==> config.mk <==
export PLATFORM = sky130hd
export DESIGN_NAME = param_fir_filter
export DESIGN_NICKNAME = d
export VERILOG_FILES = /design/src/rtl/param_fir_filter.sv
export SDC_FILE = /design/constraint.sdc
export NUM_CORES = 1
export LEC_CHECK = 0
export ABC_AREA = 1
export BUFFER_PORTS_ARGS = -buffer_cell sky130_fd_sc_hd__buf_2
export CORE_ASPECT_RATIO = 1.25
export CORE_MARGIN = 4
export CORE_UTILIZATION = 60
export CTS_CLUSTER_SIZE = 16
export DETAILED_ROUTE_END_ITERATION = 16
export PLACE_DENSITY = 0.73
export SYNTH_ARGS = -nofsm -noshare
export SYNTH_HDL_FRONTEND = slang
export SYNTH_SLANG_ARGS = --single-unit
==> constraint.sdc <==
create_clock -name clk -period 10.35 [get_ports clk]
set_input_delay 0.5175 -clock clk [delete_from_list [all_inputs] [get_ports clk]]
set_output_delay 0.5175 -clock clk [all_outputs]
set_load 0.01 [all_outputs]
==> src/rtl/param_fir_filter.sv <==
// param_fir_filter: TAPS-deep time-multiplexed FIR filter with one MAC per clock.
// Signed fixed-point coefficients, saturate or wrap on overflow, and a
// block_done pulse every BLOCK_LEN results.
//
// Handshake: data_ready / load_coeff act as "valid" and !modwait acts as
// "ready". A request is taken only on a clock edge where modwait is low.
// Requests made while modwait is high are dropped (not queued, not flagged).
// If data_ready and load_coeff are both high on an accepting edge,
// data_ready wins and the coefficient write is discarded.
module param_fir_filter #(
  parameter int DATA_W    = 16,
  parameter int TAPS      = 4,
  parameter int FRAC_BITS = 14,
  parameter int BLOCK_LEN = 1000,
  parameter int SAT_MODE  = 1
) (
  input  logic                     clk,
  input  logic                     n_rst,
  input  logic signed [DATA_W-1:0] sample_data,
  input  logic signed [DATA_W-1:0] fir_coefficient,
  input  logic                     load_coeff,
  input  logic                     data_ready,
  output logic                     modwait,
  output logic signed [DATA_W-1:0] fir_out,
  output logic                     err,
  output logic                     block_done,
  output logic [1:0]               dbg_state
);

  localparam int TW = $clog2(TAPS);
  localparam int AW = 2 * DATA_W + TW;
  localparam int CW = $clog2(BLOCK_LEN + 1);
  localparam logic [TW-1:0] LAST_TAP = TW'(TAPS - 1);
  localparam logic [CW-1:0] LAST_CNT = CW'(BLOCK_LEN - 1);
  localparam logic signed [AW-1:0] MAX_V =
    {{(AW - DATA_W + 1){1'b0}}, {(DATA_W - 1){1'b1}}};
  localparam logic signed [AW-1:0] MIN_V = ~MAX_V;

  typedef enum logic [1:0] {
    S_IDLE = 2'd0,
    S_LOAD = 2'd1,
    S_MAC  = 2'd2,
    S_OUT  = 2'd3
  } state_e;

  state_e state_q, state_d;

  logic signed [DATA_W-1:0]   coeff_q [TAPS];
  logic signed [DATA_W-1:0]   x_q     [TAPS];
  logic        [TW-1:0]       load_idx_q;
  logic        [TW-1:0]       tap_q;
  logic signed [AW-1:0]       acc_q;
  logic        [CW-1:0]       cnt_q;
  logic signed [DATA_W-1:0]   fir_out_q;
  logic                       err_q;
  logic                       block_done_q;

  logic signed [2*DATA_W-1:0] x_ext, c_ext, prod;
  logic signed [AW-1:0]       shifted;
  logic signed [DATA_W-1:0]   res_d;
  logic                       ovf_d;

  // Full-precision product of the current tap; operands sign-extended first.
  always_comb begin
    x_ext = {{DATA_W{x_q[tap_q][DATA_W-1]}}, x_q[tap_q]};
    c_ext = {{DATA_W{coeff_q[tap_q][DATA_W-1]}}, coeff_q[tap_q]};
    prod  = x_ext * c_ext;
  end

  // Rescale the accumulator and apply overflow handling.
  always_comb begin
    shifted = acc_q >>> FRAC_BITS;
    ovf_d   = (shifted > MAX_V) || (shifted < MIN_V);
    res_d   = shifted[DATA_W-1:0];
    if (SAT_MODE != 0) begin
      if (shifted > MAX_V) res_d = {1'b0, {(DATA_W - 1){1'b1}}};
      else if (shifted < MIN_V) res_d = {1'b1, {(DATA_W - 1){1'b0}}};
    end
  end

  // FSM state register.
  always_ff @(posedge clk or negedge n_rst) begin
    if (!n_rst) state_q <= S_IDLE;
    else        state_q <= state_d;
  end

  // FSM next-state logic.
  always_comb begin
    state_d = state_q;
    case (state_q)
      S_IDLE: begin
        if (data_ready)      state_d = S_MAC;
        else if (load_coeff) state_d = S_LOAD;
      end
      S_LOAD:  state_d = S_IDLE;
      S_MAC:   if (tap_q == LAST_TAP) state_d = S_OUT;
      S_OUT:   state_d = S_IDLE;
      default: state_d = S_IDLE;
    endcase
  end

  // FSM outputs, decoded straight from the state register.
  always_comb begin
    modwait   = (state_q != S_IDLE);
    dbg_state = state_q;
  end

  // Datapath: coefficient file, delay line, MAC, result and block counter.
  always_ff @(posedge clk or negedge n_rst) begin
    if (!n_rst) begin
      for (int i = 0; i < TAPS; i++) begin
        coeff_q[i] <= '0;
        x_q[i]     <= '0;
      end
      load_idx_q   <= '0;
      tap_q        <= '0;
      acc_q        <= '0;
      cnt_q        <= '0;
      fir_out_q    <= '0;
      err_q        <= 1'b0;
      block_done_q <= 1'b0;
    end else begin
      block_done_q <= 1'b0;
      case (state_q)
        S_IDLE: begin
          if (data_ready) begin
            for (int i = TAPS - 1; i > 0; i--) x_q[i] <= x_q[i-1];
            x_q[0] <= sample_data;
            acc_q  <= '0;
            tap_q  <= '0;
          end else if (load_coeff) begin
            coeff_q[load_idx_q] <= fir_coefficient;
            load_idx_q <= (load_idx_q == LAST_TAP) ? '0 : load_idx_q + 1'b1;
          end
        end
        S_MAC: begin
          acc_q <= acc_q + $signed({{TW{prod[2*DATA_W-1]}}, prod});
          tap_q <= (tap_q == LAST_TAP) ? '0 : tap_q + 1'b1;
        end
        S_OUT: begin
          fir_out_q <= res_d;
          err_q     <= ovf_d;
          if (cnt_q == LAST_CNT) begin
            cnt_q        <= '0;
            block_done_q <= 1'b1;
          end else begin
            cnt_q <= cnt_q + 1'b1;
          end
        end
        default: ;
      endcase
    end
  end

  assign fir_out    = fir_out_q;
  assign err        = err_q;
  assign block_done = block_done_q;

endmodule
### Yosys cells after proc, flatten, opt, wreduce, memory -nomap -nowiden

Index checks and enable logic that the tools add are counted.

| cells by class | value |
|---|---|
| add/sub/neg operators | 4 |
| multipliers | 1 |
| $lt $le $gt $ge | 5 |
| equal/unequal tests | 9 |
| mux-type cells | 24 |
| bitwise logic cells | 3 |
| reduce and logical (&&, ||, !) cells | 10 |

Operators by type and width:

| kind | number |
|---|---|
| $mux W16 | 7 |
| $pmux W34 S2 | 1 |
| $bmux W16 S2 | 2 |
| $bwmux W64 | 1 |
| $add A34 B32 Y34 | 1 |
| $mux W34 | 1 |
| $demux W16 S2 | 1 |
| $mul A16 B16 Y32 | 1 |
| $gt A20 B16 Y1 const B | 1 |
| $lt A20 B16 Y1 const B | 1 |
| $mux W2 | 6 |
| $add A10 B1 Y10 const B | 1 |
| $eq A10 B10 Y1 const B | 1 |
| $mux W10 | 1 |
| $eq A2 B2 Y1 const B | 4 |
| $ge A3 B3 Y1 const B | 2 |
| $not A2 Y3 | 2 |
| $pmux W2 S3 | 1 |
| $reduce_and A2 Y1 | 3 |
| $add A2 B1 Y2 const B | 2 |
| $ne A2 B2 Y1 const B | 2 |
| $pmux W2 S2 | 1 |
| $reduce_bool A2 Y1 | 2 |
| $lt A3 B1 Y1 const B | 1 |
| other kinds (9) | 10 |

| word-level totals | value |
|---|---|
| flip-flop bits (word level) | 196 |
| input bits | 36 |
| output and inout port bits | 21 |
| logic and storage cells | 72 |

### Logic depth before layout (Yosys ltp)

Gate-level depths: netlist of the first run.

| logic depth | value |
|---|---|
| depth after elaboration | 7 |
| gate-level depth with buffers | 33 |

### Worst setup path after synthesis of the first run

Ideal clock, no wire load.

| timing path | value |
|---|---|
| kind | register to register |
| start point | register tap_q[0] |
| end point | register acc_q[31] |
| arrival | 6.079 ns |
| data required time | 10.232 ns |
| path slack | 4.153 ns |
| cell stages (with the launch flop) | 29 |
| clock period less this slack | 6.197 ns |
| cells stage by stage | dfrtp_1 buf_6 inv_6 buf_6 buf_6 nand2_1 a32oi_2 inv_2 nor2_1 inv_1 fa_1 inv_1 fa_1 inv_1 fa_1 inv_1 fa_1 fa_1 inv_1 fa_1 inv_1 ha_1 a21oi_1 o21ai_0 o21bai_1 a21oi_1 nand3b_1 nand3_1 nand2_1 |

| on the way | value |
|---|---|
| cells in the longest elaborated chain, start to end | 7 |
| elaborated cells on any way between the ends | 10 |

Ends and longest elaborated chain:

| element | RTL line | source |
|---|---|---|
| start, declared | 51 | `logic [TW-1:0] tap_q;` |
| start signal, assigned | 138 | `tap_q <= (tap_q == LAST_TAP) ? '0 : tap_q + 1'b1;` |
| $not A2 Y3 (implied by the code) * | 65, 66 |  |
| $bmux W16 S2, on equally long branches | 65, 66 |  |
| $mux W16, on equally long branches (2 in series) | 65, 66 |  |
| $mul A16 B16 Y32 * | 67 | `prod = x_ext * c_ext;` |
| $add A34 B32 Y34 * | 137 | `acc_q <= acc_q + $signed({{TW{prod[2*DATA_W-1]}}, prod});` |
| $pmux W34 S2 * | 124 | `case (state_q)` |
| end signal, assigned | 137 |  |
| end, declared | 52 | `logic signed [AW-1:0] acc_q;` |

Every way passes the cells marked *; elsewhere a longest branch is shown, timed or not. The select of a mux whose other input is x is not followed.
A chain may end at the register's enable or synchronous reset.

### Worst setup path in the final report of the first run

| timing path | value |
|---|---|
| start point | register tap_q[0] |
| end point | register acc_q[32] |

Same word-level chain as after synthesis.

==> results of run 1 <==
==> metal layers <==
metal / share of wire / GRT usage / vias up
met5: 0 / 0 / -
met3: 0.045 / 0.0388 / 156
li1: - / - / 7308
met1: 0.40 / 0.374 / 7736
met4: 0.059 / 0.155 / 0
met2: 0.50 / 0.515 / 501
==> state kept, by name, indices dropped and copies added, names as in the netlist <==
register and cells:
coeff_q 64, dbg_state 2, x_q 64, err 1, fir_out 16, tap_q 2, cnt_q 10, block_done 1
load_idx_q 2, acc_q 34
==> cell type report <==
| type | count | area, um2 |
|---|---|---|
| Timing Repair Buffer | 71 | 402 |
| Inverter | 525 | 1980 |
| Tap cell | 423 | 529 |
| Clock inverter | 15 | 164 |
| Fill cell | 2914 | 12100 |
| Multi-Input combinational cell | 1619 | 13000 |
| Clock buffer | 17 | 425 |
| Sequential cell | 196 | 4910 |
==> per-stage QoR <==
stage / hold slack (ns) / utilization / cells / setup slack, ns / instance area, um2
detailed placement: 0.468 / 0.622 / 2834 / 2.63 / 20800
global placement: 0.462 / 0.622 / 2834 / 2.69 / 20800
finish: 0.113 / 0.640 / 2866 / 2.59 / 21400
floorplan: 0.222 / - / 2417 / 4.15 / 20400
CTS: 0.227 / 0.640 / 2866 / 2.57 / 21400
global route: 0.240 / 0.640 / 2866 / 1.98 / 21400
==> cell usage after synthesis (2+ instances only) <==
master,instances,share of area
nor4_1,2,0.00061
o21ai_0,177,0.043
a21oi_1,73,0.018
a21boi_0,2,0.00074
xor2_1,3,0.0013
a32oi_2,17,0.014
nand3_1,41,0.010
nor2_2,6,0.0018
buf_4,9,0.0033
buf_1,5,0.00092
fa_1,305,0.30
nor3_2,3,0.0015
o21a_1,3,0.0011
nand4_1,7,0.0021
a32oi_1,7,0.0030
buf_6,15,0.0083
dfrtp_1,196,0.24
a22o_1,5,0.0021
o21ai_1,14,0.0034
nor2_1,231,0.043
nor3b_1,2,0.00074
nand3b_1,4,0.0015
ha_1,108,0.066
nand2_1,566,0.10
inv_1,503,0.093
buf_2,22,0.0054
xnor2_1,5,0.0021
nor3_1,10,0.0025
o21bai_1,2,0.00074
nand2_2,5,0.0015
inv_4,3,0.00092
nor3b_2,2,0.0012
o22ai_1,2,0.00061
a21o_1,3,0.0011
clkbuf_1,26,0.0048
a32oi_4,6,0.0081
inv_2,18,0.0033
==> final timing paths <==
path                            slack [ns]  cells past startpoint           start     endpoint
worst max register to register        2.59                     29        tap_q[0]    acc_q[32]
worst min register to register        0.48                      2     fir_out[10]  fir_out[10]
worst min-delay path                  0.11                      1           n_rst    acc_q[23]
max in group asynchronous             8.45                      2           n_rst     tap_q[0]
min in group clk                      0.25                      3  sample_data[1]      x_q[49]
worst max-delay path                  2.59                     29        tap_q[0]    acc_q[32]
==> cell usage in the layout, fill, tap and decap left out, drive strengths merged, types with 2 or more instances in the layout <==
cell type and instances:
nor4 2, xnor2 5, a21boi 2, o22ai 2, nand2 571, a22o 5
dfrtp 196, buf 70, nand4 7, ha 108, o21ai 191, xor2 3
o21bai 2, clkbuf 18, nor2 238, a21oi 73, or2 2, fa 305
a32oi 30, nor3b 4, a21o 3, nand3b 4, nor3 13, nand3 41
clkinv 6, inv 532, o21a 3
==> kinds of logic (layout without fill, tap and decap cells) <==
| kind of cell | count (synthesis) | count (layout) | share of synthesized area |
|---|---|---|---|
| AO/OA/AOI/OAI | 315 | 315 | 0.0976 |
| XOR/XNOR | 8 | 8 | 0.00344 |
| buffers and inverters | 602 | 628 | 0.120 |
| flip-flops | 196 | 196 | 0.241 |
| AND/OR/NAND/NOR | 883 | 883 | 0.172 |
| adder cells (fa/ha/maj) | 413 | 413 | 0.366 |
==> worst register-to-register path, delay by kind of cell, from the launching register on <==
family,cells,cell delay [ns]
buffers and inverters,8,1.05
flip-flops,1,0.86
adder cells (fa/ha/maj),7,3.76
AND/OR/NAND/NOR,11,1.60
AO/OA/AOI/OAI,3,0.39
==> metrics.csv, run 1 <==
metric,value,unit
WP data arrival,8.11,ns
Worst Setup Path Type,reg2reg,
Syn-to-layout area delta,5.22,%
worst-margin pin slew,1.19,ns
GR Util All Layers,0.300,
min cycle time layout,7.76,ns
CTS resizes,0,
Final nets,2879,
die extent in y,214,um
Seq cells post-synth,196,
Via density,5.48,
"antenna viol nets, final",0,
Slew HR,0.208,
"Reg clk slew, reported paths",0.08,ns
most frequent CP cell,inv_1,
final worst-path cycle share,0.750,
DR WL/cell,18.7,um
CTS tree,built,
worst-path fanout max,51,
die footprint,37000,um2
initial antenna violation count,0,
input/output buffers,56,
Fmax,129,MHz
DRT Wirelength,53.5,mm
Final setup violation count,0,
die width,173,um
critical path endpoint category,register,
CP bufs+invs,8,
Initial Util,0.608,
diode count,0,
Setup crit start kind,register,
Final Skew,0.0114,ns
top_reg_cell synth,dfrtp_1,
Critical Path RT,10.70,ns
RSZ-0062 raised after global routing,no,
first-pass GRT wire length,87.4,mm
Initial DRT Pass Iterations,5,
# DRC,0,
largest net degree at the start of global routing,122,
Ys Warns,0,
gpl congestion,0.941,
initial drt markers,945,
grt ovf,0,
CTS buffer count,17,
syn avg cell area,8.43,um2
vias in the first global route,16500,
Syn Nets,2866,
HPWL Detailed,42.6,mm
final hold vios,0,
TNS Setup,0,ns
core area,33500,um2
post-CTS setup buffers,0,
clock tree buffer depth,2,
# Max-Cap Violations,0,
Hold Crit Class,in2async,
"FFs w/ async S/R, synth",1.00,
Synth Instances,2417,
H-tree Lvls,4,
root buffer cell,clkbuf_16,
ratio of cells with drive above 1 in the final layout,0.0684,
Slew Limit Fails,0,
"EDFF count, synth",0,
vias,15700,
std cell rows,75,
CTS Hold Buffers Added,0,
Synth Cell Area,20400,um2
synth unique cells,46,
sequential share of the synthesized area,0.241,
clock latency on the worst-skew pair,0.47,ns
cell family with most CP delay,adder cells,
CP peak stage delay,0.86,ns
Crit-path slowest cell,dfrtp_2,
run status,finished clean,
clk sinks,196,
io pins,57,
Power of run 1 is not shown: default switching activity piles up to over one toggle a cycle in this logic, so the estimate is an artifact.
==> run 2, diff against run 1 <==
CORE_UTILIZATION = 59   (was 60)
PLACE_DENSITY = 0.75   (was 0.73)
clock period = 6.7 ns   (was 10.35 ns; I/O delays follow)
==> run 2 against run 1 <==
- sequential cell count is the same
- global-route usage up 0.13 points
- setup slack worse by 2.4 ns
- fmax grew 19%
- sequential share of layout area decreased by 1.4 points
- core utilization rose by 3.7 points
- wire length is 2.8% higher
- first-iteration DRC count is 13% higher
- final area up 6.7%
- worst hold slack worse by 0.045 ns
- clock skew is 0.0028 ns lower
==> metrics.csv, run 2 (same netlist as run 1, synthesis figures left out) <==
metric,value,unit,change
run status,finished clean,,
vias in the first global route,16800,,+2.1%
Syn-to-layout area delta,12.2,%,
Final Skew,0.00868,ns,-0.00277 ns
"crit path setup slack, layout",0.192,ns,-2.40 ns
hold depth,3,,
Multi-input gate area,13400,um2,+2.7%
HP Start,sample_data[9],,
# DRC,0,,unchanged
DRT Wirelength,55.0,mm,+2.8%
Final setup violation count,0,,unchanged
root buffer cell,clkbuf_16,,
Worst Setup Path Type,reg2reg,,
worst-path fanout max,18,,-65%
diode count,0,,unchanged
initial antenna violation count,0,,unchanged
RSZ-0062 raised after global routing,yes,,
cell count of the worst reg-to-reg path,27,,-6.9%
CTS tree,built,,
Slew Limit Fails,0,,unchanged
Initial Util,0.603,,-0.00507
std cell rows,75,,unchanged
die extent in y,216,um,+0.81%
clock latency on the worst-skew pair,0.47,ns,about the same
Hold Crit Class,in2reg,,
initial drt markers,1064,,+13%
most frequent cells in the layout,"558 x nand2_1, 491 x inv_1, 302 x fa_1",,
Fmax,154,MHz,+19%
clk sinks,196,,unchanged
"Reg clk slew, reported paths",0.07,ns,about the same
GR Util All Layers,0.301,,+0.00128
CTS buffer count,17,,unchanged
most common library cell in the layout ignoring fill and taps,nand2_1,,
min cycle time layout,6.51,ns,-1.25 ns
Final nets,2997,,+4.1%
hold endpoint,x_q[57],,
HPWL Detailed,44.2,mm,+3.7%
first-pass GRT wire length,88.7,mm,+1.5%
critical path endpoint category,register,,
R2R Setup Slk,0.19,ns,-2.40 ns
io pins,57,,unchanged
Setup WS pre-CTS,0.0383,ns,-2.59 ns
WP data arrival,6.86,ns,-1.25 ns
final worst-path cycle share,0.971,,+0.222
vias,16300,,+3.6%
Initial DRT Pass Iterations,5,,unchanged
H-tree Lvls,4,,unchanged
largest net degree at the start of global routing,74,,-39%
die footprint,37600,um2,+1.6%
Setup crit start kind,register,,
reg2reg start,tap_q[0],,
worst-margin pin slew,1.02,ns,-0.166 ns
# Max-Cap Violations,0,,unchanged
leading registers by flop count,"coeff_q (64), x_q (64), acc_q (34)",,
Via density,5.45,,-0.48%
gpl congestion,0.998,,+6.1%
die width,174,um,+0.80%
Seq. cell area,4910,um2,about the same
"antenna viol nets, final",0,,unchanged
Filler Cell Count,2774,,-4.8%
input/output buffers,56,,unchanged
Slew HR,0.317,,+0.109
Worst Setup SP,tap_q[0],,
Critical Path RT,7.05,ns,-3.65 ns
Crit Reg-Reg Endpoint,acc_q[27],,
DR WL/cell,18.4,um,-1.2%
final hold vios,0,,unchanged
ratio of cells with drive above 1 in the final layout,0.141,,+0.0727
grt ovf,0,,unchanged
core area,33800,um2,+0.84%
clock tree buffer depth,2,,unchanged
run 2: cell types whose count changed in the layout (fill, tap and decap cells not counted), sizes merged:
| cell | previous run | this run |
|---|---|---|
| buf | 70 | 184 |
| clkinvlp | 1 | 7 |
| inv | 532 | 526 |
| clkbuf | 18 | 20 |
| dlygate4sd3 | 0 | 1 |
run 2: worst max path at each step:
stage                     depth (start not counted)        end
after floorplan                                  28  acc_q[31]
after global placement                           24  acc_q[24]
after detailed placement                         30  acc_q[33]
after CTS                                        30  acc_q[33]
after global routing                             28  acc_q[33]
final                                            27  acc_q[27]
run 2: worst max-delay path: stages (launching register included):
cell and delay (ns):
dfrtp_4 0.57, buf_6 0.17, clkbuf_16 0.17, nor2_1 0.10, inv_1 0.05, a32oi_2 0.22
buf_12 0.16, clkinvlp_4 0.18, buf_4 0.19, nor2_1 0.14, fa_1 0.45, fa_1 0.44
fa_1 0.60, fa_1 0.45, fa_1 0.50, inv_1 0.05, fa_1 0.47, inv_1 0.04
ha_2 0.37, nand2_1 0.13, nor2_1 0.13, inv_1 0.07, nor2_1 0.19, nand4_1 0.16
nand3_1 0.16, nand2_1 0.07, nand2_1 0.05, o21ai_0 0.08
run 2: through the flow:
step	hold slack, ns	TNS (ns)	util	cell area (um2)	cells
finish	0.0684	0	0.677	22900	2983
floorplan	0.0394	0	-	20400	2417
CTS	0.0503	0	0.656	22200	2954
detailed placement	0.360	0	0.639	21600	2922
global placement	0.353	0	0.639	21600	2922
global route	0.0656	-0.686	0.677	22900	2983
run 2: timing repair:
action | in CTS | in global routing
buffers inserted | 0 | 26
hold buffers | 1 | 0
gates resized for setup | 0 | 109
endpoints found under the setup margin | 0 | 18
hold endpoints to repair | 55 | 0
run 2: metal layers:
layer / part of all wire / up-vias / track usage
met5: 0 / - / 0
met4: 0.051 / 0 / 0.146
met3: 0.046 / 133 / 0.0348
met2: 0.51 / 551 / 0.527
met1: 0.39 / 8027 / 0.372
li1: - / 7553 / -
run 2: layout make-up:
type	count	share of cell area
Multi-Input combinational cell	1619	0.585
Sequential cell	196	0.215
Inverter	525	0.0879
Timing Repair Buffer	188	0.0635
Tap cell	423	0.0232
Clock buffer	17	0.0186
Clock inverter	14	0.00646
Timing Repair inverter	1	0.000383
Power of run 2 is left out for the same reason.
